### config.mk
export PLATFORM = sky130hd
export DESIGN_NAME = seq_detect_mealy
export DESIGN_NICKNAME = d
export VERILOG_FILES = /design/src/rtl/seq_detect_pkg.sv /design/src/rtl/seq_hit_counter.sv /design/src/rtl/seq_detect_mealy.sv
export SDC_FILE = /design/constraint.sdc
export NUM_CORES = 1
export LEC_CHECK = 0
export CAP_MARGIN = 20
export CELL_PAD_IN_SITES_DETAIL_PLACEMENT = 1
export CELL_PAD_IN_SITES_GLOBAL_PLACEMENT = 2
export CORE_MARGIN = 5
export CORE_UTILIZATION = 36
export CTS_CLUSTER_DIAMETER = 40
export DETAILED_ROUTE_END_ITERATION = 10
export DONT_BUFFER_PORTS = 1
export GPL_ROUTABILITY_DRIVEN = 0
export PLACE_DENSITY_LB_ADDON = 0.1
export SLEW_MARGIN = 40
export SYNTH_ARGS = -nofsm -noshare
export SYNTH_HDL_FRONTEND = slang
export SYNTH_SLANG_ARGS = --single-unit
export TNS_END_PERCENT = 1
### constraint.sdc
create_clock -name Clock -period 2.3 [get_ports Clock]
set_input_delay 0 -clock Clock [delete_from_list [all_inputs] [get_ports Clock]]
set_output_delay 0 -clock Clock [all_outputs]
set_load 0.01 [all_outputs]
### src/rtl/seq_detect_pkg.sv
// Shared helpers for the serial pattern detectors: width math and the
// elaboration-time prefix-matching functions that build the next-state ROM.
package seq_detect_pkg;

  localparam int MAX_N = 16;

  function automatic int clog2(input int v);
    int r;
    r = 0;
    while ((1 << r) < v) r++;
    return r;
  endfunction

  // Longest pattern prefix that is a suffix of (first k pattern bits, b).
  // A result of n means the whole pattern just completed.
  function automatic int next_match(input int k, input logic b,
                                    input logic [MAX_N-1:0] pat, input int n);
    int   res;
    bit   ok;
    logic sb;
    res = 0;
    for (int l = 1; l <= k + 1; l++) begin
      ok = 1'b1;
      for (int i = 0; i < l; i++) begin
        sb = ((k + 1 - l + i) == k) ? b : pat[n - 1 - (k + 1 - l + i)];
        if (sb != pat[n - 1 - i]) ok = 1'b0;
      end
      if (ok) res = l;
    end
    return res;
  endfunction

  // Longest proper prefix of the pattern that is also a suffix of it.
  function automatic int fail_len(input logic [MAX_N-1:0] pat, input int n);
    int res;
    bit ok;
    res = 0;
    for (int l = 1; l < n; l++) begin
      ok = 1'b1;
      for (int i = 0; i < l; i++) begin
        if (pat[n - 1 - i] != pat[l - 1 - i]) ok = 1'b0;
      end
      if (ok) res = l;
    end
    return res;
  endfunction

endpackage

### src/rtl/seq_hit_counter.sv
// Saturating hit counter: counts inc pulses, never wraps, clears synchronously.
module seq_hit_counter #(
  parameter int CW = 8
) (
  input  logic          Clock,
  input  logic          Resetn,
  input  logic          inc,
  input  logic          clr,
  output logic [CW-1:0] hits,
  output logic          hit_sat
);

  logic [CW-1:0] hits_q;
  logic [CW-1:0] hits_d;
  logic          sat;

  assign sat = &hits_q;

  always_comb begin
    hits_d = hits_q;
    if (clr) begin
      hits_d = '0;
    end else if (inc && !sat) begin
      hits_d = hits_q + 1'b1;
    end
  end

  always_ff @(posedge Clock or negedge Resetn) begin
    if (!Resetn) begin
      hits_q <= '0;
    end else begin
      hits_q <= hits_d;
    end
  end

  assign hits    = hits_q;
  assign hit_sat = sat;

endmodule

### src/rtl/seq_detect_mealy.sv
// Parametrised Mealy pattern detector: z fires in the same cycle as the final
// pattern bit; transitions come from a ROM folded out of the pattern at elaboration.
module seq_detect_mealy
  import seq_detect_pkg::*;
#(
  parameter int           N       = 4,
  parameter logic [N-1:0] PATTERN = 4'b1011,
  parameter bit           OVERLAP = 1'b1,
  parameter int           CW      = 8,
  localparam int          SW      = clog2(N)
) (
  input  logic          Clock,
  input  logic          Resetn,
  input  logic          en,
  input  logic          clr,
  input  logic          w,
  output logic          z,
  output logic [SW-1:0] state,
  output logic [CW-1:0] hits,
  output logic          hit_sat
);

  localparam int ROM_SZ = 2 ** (SW + 1);

  if (N < 2 || N > MAX_N) begin : g_bad_n
    $error("seq_detect_mealy: N must be in 2..16");
  end

  function automatic int rom_entry(input int k, input logic b);
    int nm;
    if (k >= N) return 0;
    nm = next_match(k, b, MAX_N'(PATTERN), N);
    if (nm == N) return OVERLAP ? fail_len(MAX_N'(PATTERN), N) : 0;
    return nm;
  endfunction

  // Entry index is {prefix length, incoming bit}; unused rows fall back to 0.
  logic [SW-1:0] next_rom [ROM_SZ];

  for (genvar g = 0; g < ROM_SZ; g++) begin : g_rom
    assign next_rom[g] = SW'(rom_entry(g / 2, 1'(g % 2)));
  end

  logic [SW-1:0] state_q;
  logic [SW-1:0] state_d;
  logic          accept;
  logic          hit;

  assign accept = en & ~clr;
  assign hit    = accept & (state_q == SW'(N - 1)) & (w == PATTERN[0]);

  always_comb begin
    state_d = state_q;
    if (clr) begin
      state_d = '0;
    end else if (en) begin
      state_d = next_rom[{state_q, w}];
    end
  end

  always_ff @(posedge Clock or negedge Resetn) begin
    if (!Resetn) begin
      state_q <= '0;
    end else begin
      state_q <= state_d;
    end
  end

  seq_hit_counter #(
    .CW(CW)
  ) u_hit_counter (
    .Clock  (Clock),
    .Resetn (Resetn),
    .inc    (hit),
    .clr    (clr),
    .hits   (hits),
    .hit_sat(hit_sat)
  );

  assign z     = hit;
  assign state = state_q;

endmodule
==> results.py, run 1 <==
metrics = {
    "outcome": {
        "status": "finished, final reports clean",
    },
    "synth": {
        "synth_top_cell_by_area": "dfrtp_1",
        "netlist_area_um2": 541,
        "ys.warnings.count": 0,
        "syn_area_per_cell_um2": 9.48,
        "syn_nets": 64,
        "synth_top_area_share_pct": 46.3,
        "synth-seq-cells": 10,
        "yosysSeqAreaShare_pct": 46.3,
        "yosys-top-cells-area": "dfrtp_1, nor2_1, mux2i_1",
        "synthCells": 57,
        "ys_types": 22,
    },
    "final_layout": {
        "final_area_um2": 622,
        "final-instance-count-excl-fill": 79,
        "fin_nets": 71,
        "post_route_cells_drive_above_1_share_pct": 7.94,
        "area_growth_pct": 15.0,
        "diodes": 0,
        "final_util_pct": 42.3,
    },
    "critical_path": {
        "cp_data_arrival_time_ns": 1.95,
        "r2r-end": "u_hit_counter.hits[6]",
        "rr_startpoint": "u_hit_counter.hits[0]",
        "start_kind": "register",
        "critPathKind": "reg -> reg",
        "crit_path_end_kind": "register",
        "critical_path.max_fanout": 11,
        "rrSetupSlack_ns": 0.55,
        "required_ns": 2.49,
        "r2r_cells": 5,
    },
    "timing": {
        "clock-skew-final_ns": 0.00327,
        "setup_viol": 0,
        "worstMarginPinSlew_ns": 0.478,
        "fin_crit_sh_pct": 76.2,
        "finalHoldViolCount": 0,
        "min_period_ns": 1.75,
        "max_freq_mhz": 570,
        "rsz0062_at_grt": "false",
        "slew_violations": 0,
        "max_slew_margin_pct": 68.1,
        "final.setup.tns_ns": 0,
    },
    "floorplan": {
        "die_area_um2": 2380,
        "io-pin-count": 17,
        "coreArea_um2": 1470,
        "fp.dieH_um": 48.8,
        "rows": 14,
        "die_w_um": 48.8,
        "initial_core_util_pct": 36.7,
    },
    "hold_path": {
        "hold_path.class": "in -> reg",
        "min_to": "state[1]",
        "min-delay-start": "en",
        "min_path_cells": 4,
    },
    "drt": {
        "via_count": 460,
        "drtIter0Drc": 7,
        "drt-total-wl_um": 1290,
        "dr.pass1.iters": 4,
        "antenna_left": 0,
        "remaining_drc_errors": 0,
        "wl_per_cell_um": 16.3,
        "viasPerCell": 5.82,
    },
    "clock_network": {
        "h-tree-depth": 1,
        "cts-root-buf": "clkbuf_4",
        "post_cts_buffers": 0,
        "cts_tree": "built",
        "cts.sinks": 10,
        "numCtsBuffers": 3,
        "worstSkewPairLatency_ns": 0.27,
        "cts_buffer_depth": 2,
        "path_clk_slew_ns": 0.07,
    },
    "pwr": {
        "powerDensity_nw_per_um2": 575,
        "clkPwrFrac_pct": 44.8,
        "total_power_mw": 0.358,
        "ir_drop_mv": 0.209,
        "seqPwrFrac_pct": 50.3,
        "p_comb_share_pct": 4.9,
        "swShare_pct": 21.5,
        "p_int_mw": 0.281,
        "p_leak_nw": 0.276,
        "p_switching_mw": 0.0770,
    },
    "global_routing": {
        "first_global_vias": 476,
        "antenna_found_initial": 0,
        "grt_usage_pct": 12.0,
        "grt_pass1_wl_um": 2240,
        "grt_max_degree": 12,
        "grt-ovfl-total": 0,
    },
    "placement": {
        "place_inst": 71,
        "dp_hpwl_um": 944,
        "place_area_um2": 546,
        "port_buffers": 0,
    },
    "flow_run": {
        "cap_violations": 0,
    },
}
[area by class of cell]
class	instances	area [um^2]
repair buffers	4	40.0
inverters	3	11.3
clock buffers	4	36.3
flip-flops and latches	10	250
fillers	178	850
well taps	16	20.0
multi-input cells	42	264
[logic make-up after synthesis]
logic type / after synthesis / share of synthesized area (%)
AO/OA/AOI/OAI: 10 / 13.9
XOR/XNOR: 1 / 1.62
adder cells (fa/ha/maj): 2 / 4.63
buffers and inverters: 5 / 4.86
flip-flops: 10 / 46.3
multiplexers: 3 / 5.56
AND/OR/NAND/NOR: 26 / 23.1
[power groups by stage]
stage	registers, mW	logic, mW	clock network, mW
global route	0.180	0.0200	0.174
global placement	0.183	0.00599	0
finish	0.180	0.0175	0.160
CTS	0.180	0.0178	0.164
detailed placement	0.183	0.00634	0
floorplan	0.183	0.00731	0
[timing repair]
action / CTS / global route
gates resized for setup: 0 / 0
hold endpoints to repair: 19 / 0
hold buffers: 4 / 0
[sequential cells by signal, indices dropped and copies added (netlist names)]
signal and count:
state 2, u_hit_counter.hits 8
[worst max path at each step]
stage | from | end | slack [ns] | cells after the start
after CTS | u_hit_counter.hits[0] | u_hit_counter.hits[6] | 0.55 | 5
after floorplan | u_hit_counter.hits[0] | u_hit_counter.hits[7] | 0.74 | 6
after detailed placement | u_hit_counter.hits[0] | u_hit_counter.hits[6] | 0.57 | 5
final | u_hit_counter.hits[0] | u_hit_counter.hits[6] | 0.55 | 5
after global placement | u_hit_counter.hits[0] | u_hit_counter.hits[6] | 0.63 | 5
after global routing | u_hit_counter.hits[0] | u_hit_counter.hits[6] | 0.42 | 5
[synth_stat cells]
| master | instances |
|---|---|
| nand2_1 | 5 |
| and4_1 | 1 |
| nand3_1 | 4 |
| xor2_1 | 1 |
| o311ai_0 | 2 |
| dfrtp_1 | 10 |
| or3_1 | 1 |
| clkbuf_1 | 1 |
| nand4_1 | 2 |
| o211ai_2 | 1 |
| buf_6 | 1 |
| nor2_1 | 10 |
| nor3_1 | 1 |
| o41ai_1 | 2 |
| or4_1 | 1 |
| and3b_1 | 1 |
| o21ai_0 | 1 |
| inv_1 | 3 |
| o31ai_1 | 1 |
| a21oi_1 | 3 |
| mux2i_1 | 3 |
| ha_1 | 2 |
[placed cells by master (no fill, tap or decap)]
cell,instances
a21oi_1,3
and3b_1,1
and4_1,1
clkbuf_4,3
clkbuf_8,1
dfrtp_1,10
dlygate4sd3_1,4
ha_1,2
inv_1,3
mux2i_1,3
nand2_1,5
nand3_1,4
nand4_1,2
nor2_1,10
nor3_1,1
o211ai_2,1
o21ai_0,1
o311ai_0,2
o31ai_1,1
o41ai_1,2
or3_1,1
or4_1,1
xor2_1,1
[critical path, cell delays in order (launching register included)]
cell and delay (ns):
dfrtp_1 0.45, ha_1 0.27, nand3_1 0.13, o211ai_2 0.22, or4_1 0.46, a21oi_1 0.15
[layer usage]
metal / part of all wire, % / track usage, % / up-vias
met5: 0 / 0 / -
met4: 1.9 / 6.73 / 0
met3: 6.4 / 4.29 / 4
met2: 48 / 18.9 / 14
met1: 43 / 13.9 / 222
li1: - / - / 220
[through the flow]
step | hold slack [ns] | setup slack (ns)
detailed placement | -0.295 | 0.572
floorplan | -0.296 | 0.738
global placement | -0.295 | 0.625
CTS | 0.000226 | 0.548
finish | 0.00813 | 0.547
global route | 0.0179 | 0.422
(Power assumes the default switching activity.)
==> run 2: changes to the inputs <==
- CORE_UTILIZATION: 36 -> 33
- clock period: 2.3 -> 1.8 ns (I/O delays scaled with it)
==> results.py, run 2 (same netlist as run 1, synthesis figures left out) <==
metrics = {
    "drt": {
        "drt-total-wl_um": 1520,
        "wl_per_cell_um": 17.9,
        "via_count": 484,
        "drtIter0Drc": 3,
        "dr.pass1.iters": 4,
        "remaining_drc_errors": 0,
        "antenna_left": 0,
        "viasPerCell": 5.69,
    },
    "clock_network": {
        "numCtsBuffers": 3,
        "worstSkewPairLatency_ns": 0.27,
        "post_cts_buffers": 0,
        "path_clk_slew_ns": 0.07,
        "cts_buffer_depth": 2,
        "cts.sinks": 10,
        "cts_tree": "built",
        "cts-root-buf": "clkbuf_4",
        "h-tree-depth": 1,
    },
    "critical_path": {
        "startpoint": "u_hit_counter.hits[0]",
        "rr_startpoint": "u_hit_counter.hits[0]",
        "cp_data_arrival_time_ns": 1.82,
        "r2r_cells": 5,
        "start_kind": "register",
        "rrSetupSlack_ns": 0.18,
        "critical_path.max_fanout": 11,
        "crit_path_end_kind": "register",
        "r2r-end": "u_hit_counter.hits[6]",
        "critPathKind": "reg -> reg",
        "required_ns": 2.00,
    },
    "timing": {
        "max_slew_margin_pct": 69.1,
        "min_period_ns": 1.62,
        "rsz0062_at_grt": "false",
        "setup_viol": 0,
        "max_freq_mhz": 617,
        "clock-skew-final_ns": 0.00361,
        "worstMarginPinSlew_ns": 0.462,
        "finalHoldViolCount": 0,
        "final.setup.tns_ns": 0,
        "slew_violations": 0,
        "fin_crit_sh_pct": 90.0,
    },
    "global_routing": {
        "antenna_found_initial": 0,
        "grt_usage_pct": 13.4,
        "grt_pass1_wl_um": 2580,
        "grt-ovfl-total": 0,
        "first_global_vias": 538,
        "grt_max_degree": 12,
    },
    "placement": {
        "place_area_um2": 591,
        "dp_hpwl_um": 1210,
        "port_buffers": 0,
    },
    "pwr": {
        "ir_drop_mv": 0.399,
        "total_power_mw": 0.456,
        "powerDensity_nw_per_um2": 675,
        "p_leak_nw": 0.322,
    },
    "floorplan": {
        "initial_core_util_pct": 35.5,
        "coreArea_um2": 1520,
        "io-pin-count": 17,
        "fp.dieH_um": 50.5,
        "die_area_um2": 2550,
        "die_w_um": 50.5,
        "rows": 14,
    },
    "hold_path": {
        "min-delay-start": "en",
        "min_to": "state[1]",
        "min_path_cells": 4,
        "hold_path.class": "in -> reg",
    },
    "final_layout": {
        "final_area_um2": 676,
        "largest_reg_flops": 8,
        "diodes": 0,
        "fin_nets": 77,
        "post_route_cells_drive_above_1_share_pct": 15.9,
        "area_growth_pct": 25.0,
        "final_cell_mix": "nor2_1, dfrtp_1, buf_4",
        "fillers": 174,
    },
    "flow_run": {
        "cap_violations": 0,
    },
    "outcome": {
        "status": "finished, final reports clean",
    },
}
## run 2: changes by cell type in the layout (fill, tap and decap cells not counted), sizes merged
cell	previous run	this run
buf	0	6
## run 2: how the worst max path moves through the flow
stage	end	slack, ns	cells past startpoint
floorplan	u_hit_counter.hits[7]	0.24	6
global placement	u_hit_counter.hits[6]	0.24	5
detailed placement	u_hit_counter.hits[6]	0.12	5
CTS	u_hit_counter.hits[7]	0.10	5
global route	u_hit_counter.hits[7]	0.03	5
finish	u_hit_counter.hits[6]	0.18	5
## run 2: power by group
part | total [mW] | leakage [nW] | switching [mW] | internal, mW
combinational | 0.0231 | 0.162 | 0.0134 | 0.00961
clock | 0.203 | 0.0210 | 0.0804 | 0.123
sequential | 0.230 | 0.139 | 0.00343 | 0.226
total | 0.456 | 0.322 | 0.0972 | 0.359
## run 2: cell type report
cell class	instances	area [um^2]	share of cell area (%)
inverter	3	11.3	1.67
sequential	10	250	37.0
clock buffer	4	36.3	5.37
timing repair buffer	10	85.1	12.6
multi-input combinational	42	273	40.4
tap	16	20.0	2.96
## run 2: routing by layer
metal  up-vias  part of all wire (%)  track usage [%]
li1        232                     -                -
met1       235                    37             14.6
met2        14                    53             22.9
met3         3                   8.1             5.33
met4         0                   1.8             5.11
met5         -                     0                0
## run 2: timing repair
action                                  4_1_cts  5_1_grt
endpoints found under the setup margin        0        2
hold buffers                                  4        0
gates resized for setup                       0        1
hold endpoints to repair                     18        0
## run 2: critical path, stage by stage (launching register included)
cell,delay [ns]
dfrtp_1,0.39
ha_1,0.25
nand3_1,0.16
o211ai_4,0.15
or4_1,0.44
a21oi_1,0.16
## run 2: stage by stage
step	util (%)	worst slack (ns)	hold slack, ns	cells
after floorplan	-	0.238	-0.296	57
after global placement	38.8	0.239	-0.295	77
after detailed placement	38.8	0.122	-0.295	77
after CTS	43.8	0.104	0.0112	85
after global routing	44.3	0.0323	0.0352	85
final	44.3	0.179	0.0177	85
==> run 3: changes to the inputs <==
- CORE_UTILIZATION: 33 -> 35
- SYNTH_HIERARCHICAL: not set -> 1
==> results.py, run 3 <==
metrics = {
    "timing": {
        "timing.hold.ws_ns": 0.0864,
        "fin_crit_sh_pct": 91.8,
        "final.setup.tns_ns": 0,
        "worstMarginPinSlew_ns": 0.486,
        "min_period_ns": 1.65,
        "max_freq_mhz": 605,
        "rsz0062_at_grt": "false",
        "max_slew_margin_pct": 67.5,
        "clock-skew-final_ns": 0.000249,
        "setup_viol": 0,
        "slew_violations": 0,
        "fin_ws_ns": 0.148,
        "finalHoldViolCount": 0,
    },
    "global_routing": {
        "first_global_vias": 536,
        "grt_usage_pct": 13.8,
        "busiest_layer": "met2",
        "grt_util_met1_pct": 16.5,
        "grt_use_met3_pct": 3.49,
        "antenna_found_initial": 0,
        "grt_max_degree": 12,
        "grt_pass1_wl_um": 2620,
        "grt-ovfl-total": 0,
        "met2_usage_pct": 23.0,
    },
    "synth": {
        "yosysSeqAreaShare_pct": 42.1,
        "synth_top_area_share_pct": 42.1,
        "synth_edf_count": 0,
        "synth-seq-cells": 10,
        "ys_types": 29,
        "synthCells": 56,
        "syn_area_per_cell_um2": 10.6,
        "ys.warnings.count": 6,
        "yosys-top-cells-count": "dfrtp_1, a21oi_1, inv_1, nand4_1, nor2_1",
        "yosysMostFrequentCell": "dfrtp_1",
        "synthArstFlopShare_pct": 100,
        "synthFlopType": "dfrtp_1",
        "yosys-top-cells-area": "dfrtp_1, a21oi_1, ha_1",
        "synth_top_cell_by_area": "dfrtp_1",
        "netlist_area_um2": 594,
        "syn_nets": 63,
    },
    "clock_network": {
        "cts-root-buf": "clkbuf_4",
        "cts_tree": "built",
        "numCtsBuffers": 3,
        "cts.sinks": 10,
        "worstSkewPairLatency_ns": 0.25,
        "h-tree-depth": 1,
        "path_clk_slew_ns": 0.06,
        "cts_buffer_depth": 2,
    },
    "final_layout": {
        "area_growth_pct": 13.7,
        "final_util_pct": 43.3,
        "diodes": 0,
        "final_area_um2": 676,
        "layout_commonest_cell": "dfrtp_1",
        "final-instance-count-excl-fill": 79,
        "post_route_cells_drive_above_1_share_pct": 17.5,
        "final_cell_mix": "dfrtp_1, dlygate4sd3_1, a21oi_1",
        "fin_nets": 72,
        "largest_reg_flops": 8,
    },
    "placement": {
        "port_buffers": 0,
        "post-place-ws_ns": 0.172,
        "place_area_um2": 603,
        "dp_hpwl_um": 1130,
        "place_inst": 71,
    },
    "drt": {
        "antenna_left": 0,
        "via_count": 469,
        "wl_per_cell_um": 18.7,
        "drt-total-wl_um": 1480,
        "dr.pass1.iters": 2,
        "remaining_drc_errors": 0,
        "viasPerCell": 5.94,
        "drtIter0Drc": 3,
    },
    "floorplan": {
        "die_w_um": 51.2,
        "coreArea_um2": 1560,
        "io-pin-count": 17,
        "die_area_um2": 2620,
        "initial_core_util_pct": 38.1,
        "rows": 14,
        "fp.dieH_um": 51.2,
    },
    "critical_path": {
        "rrSetupSlack_ns": 0.15,
        "critPathKind": "reg -> reg",
        "critical_path.max_fanout": 4,
        "start_kind": "register",
        "crit_path_end_kind": "register",
        "required_ns": 2.00,
        "cp_data_arrival_time_ns": 1.85,
    },
    "pwr": {
        "powerDensity_nw_per_um2": 593,
        "total_power_mw": 0.401,
        "ir_drop_mv": 0.251,
        "p_leak_nw": 0.298,
    },
    "outcome": {
        "status": "finished, final reports clean",
    },
    "flow_run": {
        "cap_violations": 0,
    },
    "hold_path": {
        "hold_path.class": "in -> reg",
    },
}
==> run 3: cell count changes in the layout (fill, tap and decap cells not counted), sizes merged, moves of 2 or more <==
| cell | previous run | this run |
|---|---|---|
| a31oi | 0 | 2 |
| buf | 6 | 1 |
| nand2b | 0 | 2 |
| and3 | 0 | 2 |
| o311ai | 2 | 0 |
| a211oi | 0 | 2 |
| nand4b | 0 | 2 |
| nand3 | 4 | 0 |
| nor2 | 10 | 3 |
| o41ai | 2 | 0 |
| a21oi | 3 | 6 |
| nand2 | 5 | 2 |
==> run 3: cells by family after synthesis <==
logic type,after synthesis,share of synthesized area (%)
AO/OA/AOI/OAI,14,17.7
adder cells (fa/ha/maj),2,4.21
buffers and inverters,5,5.05
flip-flops,10,42.1
multiplexers,3,5.89
AND/OR/NAND/NOR,22,25.1
==> run 3: final cells by class <==
class	instances	area (um^2)
multi-input combinational	41	314
clock buffer	3	22.5
fill	172	883
sequential	10	250
tap	16	20.0
inverter	3	11.3
timing repair buffer	6	57.6
==> run 3: final timing paths <==
kind | startpoint | cells past startpoint | endpoint
max in group asynchronous | Resetn | 1 | state[0]
min in group asynchronous | Resetn | 1 | u_hit_counter/hits[3]
max reg2reg | state[0] | 4 | state[1]
min | clr | 2 | u_hit_counter/hits[0]
max | state[0] | 4 | state[1]
min reg2reg | u_hit_counter/hits[4] | 1 | u_hit_counter/hits[4]
==> run 3: what timing repair did <==
item                       in CTS  in global routing
setup endpoints to repair       0                  0
hold buffers                    5                  0
hold endpoints to repair       20                  0
gates resized for setup         0                  0
buffers inserted                0                  0
==> run 3: power by group <==
group | leakage (nW) | total [mW] | internal [mW] | switching, mW
sequential | 0.139 | 0.230 | 0.226 | 0.00325
clock | 0.0138 | 0.147 | 0.0769 | 0.0696
combinational | 0.146 | 0.0246 | 0.0121 | 0.0125
==> run 3: worst max-delay path, cell delays in order (launching register included) <==
cell and delay (ns):
dfrtp_1 0.45, ha_1 0.30, a21bo_1 0.20, a21oi_2 0.10, dlygate4sd3_1 0.55
==> run 3: routing by layer <==
layer	vias to the layer above	share of wire (%)	wire length, um
met5	-	0	0
met4	0	0.95	14
met3	2	6.9	102
met2	13	52	772
met1	224	40	585
li1	230	-	-
